$ cat config.mk
export PLATFORM = sky130hd
export DESIGN_NAME = kp_serializer_flat
export DESIGN_NICKNAME = d
export VERILOG_FILES = /design/src/rtl/kp_serializer_if.sv /design/src/rtl/kp_serializer.sv /design/src/flat_wrapper.sv
export SDC_FILE = /design/constraint.sdc
export NUM_CORES = 1
export LEC_CHECK = 0
export ABC_AREA = 1
export BUFFER_PORTS_ARGS = -buffer_cell sky130_fd_sc_hd__clkbuf_2
export CORE_ASPECT_RATIO = 0.7
export CORE_MARGIN = 3
export CORE_UTILIZATION = 24
export CTS_BUF_LIST = sky130_fd_sc_hd__clkbuf_8
export DETAILED_ROUTE_END_ITERATION = 8
export PLACE_DENSITY = 0.4
export SLEW_MARGIN = 30
export SYNTH_ARGS = -nofsm -noshare
export SYNTH_HDL_FRONTEND = slang
export SYNTH_SLANG_ARGS = --single-unit
$ cat constraint.sdc
create_clock -name clk -period 1.45 [get_ports clk]
set_input_delay 0.29 -clock clk [delete_from_list [all_inputs] [get_ports clk]]
set_output_delay 0.29 -clock clk [all_outputs]
set_load 0.01 [all_outputs]
$ cat src/rtl/kp_serializer_if.sv
// Handshake/data bundle between a kP result source and the nibble serializer.
// Widths follow NIBBLES; master drives the request side, slave is the serializer.
interface kp_serializer_if #(
    parameter int NIBBLES = 8
) ();
    logic                   start;
    logic [4*NIBBLES-1:0]   res_x;
    logic [4*NIBBLES-1:0]   res_y;
    logic                   hold;
    logic                   busy;
    logic                   ready;
    logic [3:0]             kP;
    logic                   done;

    modport master (
        output start, res_x, res_y, hold,
        input  busy, ready, kP, done
    );

    modport slave (
        input  start, res_x, res_y, hold,
        output busy, ready, kP, done
    );
endinterface

$ cat src/rtl/kp_serializer.sv
// Serializes a kP (x, y) result pair as two frames: header beat, then NIBBLES nibbles MSB first.
// Optional macro KP_PARITY_EN appends one XOR-parity beat to each frame.
module kp_serializer #(
    parameter int NIBBLES = 8
) (
    input  logic              clk,
    input  logic              rst,
    kp_serializer_if.slave    bus
);

    localparam int W  = 4 * NIBBLES;
    localparam int CW = $clog2(NIBBLES + 1);
    localparam logic [CW-1:0] LAST = CW'(NIBBLES - 1);

    typedef enum logic [1:0] {
        IDLE = 2'd0,
        HDR  = 2'd1,
        DATA = 2'd2,
        PAR  = 2'd3
    } state_t;

    state_t          state;
    state_t          state_nxt;
    logic            frame;      // 0 = X frame, 1 = Y frame
    logic [CW-1:0]   cnt;
    logic [W-1:0]    sx;
    logic [W-1:0]    sy;
    logic            done_q;
    logic [3:0]      cur_nib;
    logic            last_beat;
    logic            frame_end;
    logic            ready_c;
    logic            busy_c;
    logic [3:0]      kp_c;
`ifdef KP_PARITY_EN
    logic [3:0]      par_q;
`endif

    assign cur_nib   = frame ? sy[W-1 -: 4] : sx[W-1 -: 4];
    assign last_beat = (cnt == LAST);

    // NOTE: sequential state always uses non-blocking assignments so every
    // register samples the pre-edge values regardless of statement order.
    always_ff @(posedge clk or negedge rst) begin
        if (!rst) state <= IDLE;
        else      state <= state_nxt;
    end

    // NOTE: every output of this block is given a default first, so no path
    // leaves a signal unassigned and no latch is inferred.
    always_comb begin
        state_nxt = state;
        ready_c   = 1'b0;
        busy_c    = 1'b0;
        kp_c      = 4'h0;
        frame_end = 1'b0;
        case (state)
            IDLE: begin
                if (bus.start) state_nxt = HDR;
            end
            HDR: begin
                busy_c  = 1'b1;
                ready_c = 1'b1;
                if (!bus.hold) state_nxt = DATA;
            end
            DATA: begin
                busy_c = 1'b1;
                kp_c   = cur_nib;
                if (!bus.hold && last_beat) begin
`ifdef KP_PARITY_EN
                    state_nxt = PAR;
`else
                    frame_end = 1'b1;
                    state_nxt = frame ? IDLE : HDR;
`endif
                end
            end
            PAR: begin
`ifdef KP_PARITY_EN
                busy_c = 1'b1;
                kp_c   = par_q;
                if (!bus.hold) begin
                    frame_end = 1'b1;
                    state_nxt = frame ? IDLE : HDR;
                end
`else
                state_nxt = IDLE;
`endif
            end
            default: state_nxt = IDLE;
        endcase
    end

    // NOTE: the shift registers are cleared by reset too, so an abandoned
    // transfer leaves no stale operand behind.
    always_ff @(posedge clk or negedge rst) begin
        if (!rst) begin
            frame  <= 1'b0;
            cnt    <= '0;
            sx     <= '0;
            sy     <= '0;
            done_q <= 1'b0;
`ifdef KP_PARITY_EN
            par_q  <= 4'h0;
`endif
        end else begin
            done_q <= 1'b0;
            case (state)
                IDLE: begin
                    if (bus.start) begin
                        sx    <= bus.res_x;
                        sy    <= bus.res_y;
                        frame <= 1'b0;
                        cnt   <= '0;
                    end
                end
                HDR: begin
                    if (!bus.hold) begin
                        cnt <= '0;
`ifdef KP_PARITY_EN
                        par_q <= 4'h0;
`endif
                    end
                end
                DATA: begin
                    if (!bus.hold) begin
                        if (frame) sy <= {sy[W-5:0], 4'h0};
                        else       sx <= {sx[W-5:0], 4'h0};
                        cnt <= cnt + CW'(1);
`ifdef KP_PARITY_EN
                        par_q <= par_q ^ cur_nib;
`endif
                    end
                end
                default: ;
            endcase
            // The Y frame ending is what raises done on the first IDLE cycle.
            if (frame_end) begin
                if (frame) done_q <= 1'b1;
                else       frame  <= 1'b1;
            end
        end
    end

    assign bus.ready = ready_c;
    assign bus.busy  = busy_c;
    assign bus.kP    = kp_c;
    assign bus.done  = done_q;

endmodule

$ cat src/flat_wrapper.sv
// flat-port wrapper written by rule: the top's interface ports become plain ports
module kp_serializer_flat 
#(
    parameter int NIBBLES = 8
)
  (clk, rst, bus_start, bus_res_x, bus_res_y, bus_hold, bus_busy, bus_ready, bus_kP, bus_done);
  kp_serializer_if #(.NIBBLES(NIBBLES)) bus_i ();
  input  logic clk;
  input  logic rst;
  input wire logic [$bits(bus_i.start)-1:0] bus_start;
  input wire logic [$bits(bus_i.res_x)-1:0] bus_res_x;
  input wire logic [$bits(bus_i.res_y)-1:0] bus_res_y;
  input wire logic [$bits(bus_i.hold)-1:0] bus_hold;
  output wire logic [$bits(bus_i.busy)-1:0] bus_busy;
  output wire logic [$bits(bus_i.ready)-1:0] bus_ready;
  output wire logic [$bits(bus_i.kP)-1:0] bus_kP;
  output wire logic [$bits(bus_i.done)-1:0] bus_done;
  assign bus_i.start = bus_start;
  assign bus_i.res_x = bus_res_x;
  assign bus_i.res_y = bus_res_y;
  assign bus_i.hold = bus_hold;
  assign bus_busy = bus_i.busy;
  assign bus_ready = bus_i.ready;
  assign bus_kP = bus_i.kP;
  assign bus_done = bus_i.done;
  kp_serializer #(.NIBBLES(NIBBLES)) u_core (.clk(clk), .rst(rst), .bus(bus_i));
endmodule
==> results.yml <==
status:
  status: "finished, violations left"
  violations: "setup timing"
detailed_routing:
  vias: 3566
  ant_nets: 0
  wl_um: 11470
  drc: 0
  wl_per_cell_um: 13.59
  drtIter0Drc: 143
  firstDrtPassIters: 4
  viasPerCell: 4.225
pwr:
  vdd_drop_max_mv: 0.7357
  p_total_w: 0.01271
  cellLeakagePower_nw: 3.044
  cellPowerDensity_nw_per_um2: 2319
floorplan:
  core_area_sq_um: 15140
  die_y_um: 111.7
  die_area_sq_um: 17530
  die-width_um: 157.0
  start_util: 0.2529
  row_count: 37
  pin_count: 75
finish:
  fillCellCount: 1637
  final_nets: 717
  n_antenna_cell: 0
  syn2layout_area_growth_pct: 43.17
  layout-drive-gt1-share: 0.3621
  final_cell_mix: "nand2_1, dfrtp_1, clkbuf_2"
  layout_commonest_cell: "nand2_1"
  finalNonFillerCells: 844
  multi_input_area_sq_um: 2167
  ff_latch_area_sq_um: 1802
placed_design:
  dpl.hpwl_um: 7264
  place_inst: 810
  port_buffers: 74
  place.gp.congestion: 0.7634
  dp_slack_ps: -128.2
timing:
  drv_slew: 0
  layout_setup_ws_ps: -338.0
  skew_ps: 13.00
  hold_ws_ps: 159.7
  fmax_mhz: 559.3
  slew_headroom: 0.7795
  final_hold_viol_count: 0
  min_period_over_period: 1.233
  finalCriticalPeriod_ps: 1788
  setup_viol: 73
  worstMarginPinSlew_ps: 330.7
  rsz0062_at_grt: "true"
synth:
  synth_area_sq_um: 3829
  synthDistinctLibCells: 21
  async_flop_share: 1.000
  synth_fp_nets: 615
  synth-seq-cells: 72
  synth-seq-area-share: 0.4706
  synth_edf_count: 0
  synth_top_area_cell: "dfrtp_1"
  syn_inst: 542
  ys_top_cells_by_area: "dfrtp_1, nand2_1, nand3_1"
  yosys.area.top_type_share: 0.4706
  synthFlopType: "dfrtp_1"
  yosys_warnings: 0
  avgSynthCellArea_sq_um: 7.064
clocking:
  clk_pin_slew_worst_paths_ps: 80
  htree_levels: 3
  cts_tree: "yes"
  cts_buffers: 9
  cts_sinks: 72
  clkLatencyLatePin_ps: 360
  root_buffer: "clkbuf_8"
  cts_buffer_depth: 2
worst_setup_path:
  crit_type: "flop to output pin"
  crit_path_start_kind: "flop"
  crit-reg2reg-launch: "u_core.state[1]"
  cp-startpoint: "u_core.state[1]"
  cp-end-kind: "output pin"
  arrival_ps: 1500
  critPathMaxFanout: 5
  required_ps: 1160
global_routing:
  antenna_found_initial: 0
  gr-total-overflow: 0
  grt_first_pass_wirelength_um: 17780
  grt_pass1_vias: 3508
  grt.total_usage: 0.1259
  grt_max_degree: 34
job:
  drv_cap: 0
min_path:
  min-delay-start: "bus_res_x[3]"
  hp-class: "input pin to flop"
-- logic make-up after synthesis --
logic type | Yosys count | share of synthesized area
AND/OR/NAND/NOR | 405 | 0.4186
flip-flops | 72 | 0.4706
buffers and inverters | 45 | 0.07091
AO/OA/AOI/OAI | 15 | 0.02353
adder cells (fa/ha/maj) | 5 | 0.01634
-- area by class of cell --
cell class / count / area share
clock buffers: 9 / 0.02260
clock inverters: 7 / 0.008902
inverters: 17 / 0.01529
multi-input cells: 425 / 0.3953
flip-flops and latches: 72 / 0.3287
well taps: 195 / 0.04451
repair buffers: 119 / 0.1847
-- sequential cells by signal (all words and copies together) (netlist names) --
name             count
u_core.bus.done      1
u_core.state         2
u_core.sy           32
u_core.sx           32
u_core.cnt           4
u_core.frame         1
-- synth_stat cells, types with 2 or more instances --
master / n
nand3_1: 31
nor2_1: 12
buf_2: 17
nand2_1: 353
inv_2: 3
o21ai_1: 2
o21ai_0: 9
buf_6: 9
a22o_1: 4
nand3_2: 2
dfrtp_1: 72
ha_1: 5
nor2_4: 2
inv_1: 14
-- worst paths after layout --
| path | to | slack, ps | cells past startpoint |
|---|---|---|---|
| min reg2reg | u_core.sy[25] | 480 | 2 |
| max | bus_kP[3] | -340 | 5 |
| min in group asynchronous | u_core.sy[3] | 370 | 2 |
| max reg2reg | u_core.sx[24] | -320 | 11 |
| max in group asynchronous | u_core.cnt[0] | 590 | 3 |
| min | u_core.sx[3] | 160 | 3 |
-- per-stage QoR --
| stage | instance area [sq um] | util | TNS [ps] |
|---|---|---|---|
| floorplan | 3831 | - | 0 |
| CTS | 4942 | 0.3265 | -11160 |
| global route | 5482 | 0.3621 | -23120 |
| detailed placement | 4518 | 0.2985 | -6669 |
| finish | 5482 | 0.3621 | -17810 |
| global placement | 4518 | 0.2985 | -5975 |
-- critical path, stage by stage, from the launching register on --
cell,delay (ps)
dfrtp_1,430
ha_4,210
nand2_4,70
inv_4,40
a22o_1,250
buf_2,150
-- layer usage --
layer | part of all wire | routed length, um | up-vias | global-route usage
met5 | 0 | 0 | - | 0
met4 | 0.0071 | 81 | 0 | 0.03149
met3 | 0.033 | 378 | 5 | 0.03069
met2 | 0.45 | 5121 | 46 | 0.1934
met1 | 0.51 | 5888 | 1656 | 0.1778
li1 | - | - | 1859 | -
-- power by group --
| part | internal, W | switching, W | leakage (nW) |
|---|---|---|---|
| registers | 0.00296 | 0.000712 | 0.903 |
| logic | 0.00344 | 0.00415 | 2.06 |
| clock network | 0.000616 | 0.000832 | 0.0772 |
-- what timing repair did --
item                                    4_1_cts  5_1_grt
setup buffers                                 5        4
pin swaps                                     5       17
endpoints found under the hold margin        19        0
endpoints found under the setup margin       74       76
hold buffers                                  1        0
cloned                                        3        6
resized for setup                            39      131
Power figures use the tool's default switching activity.
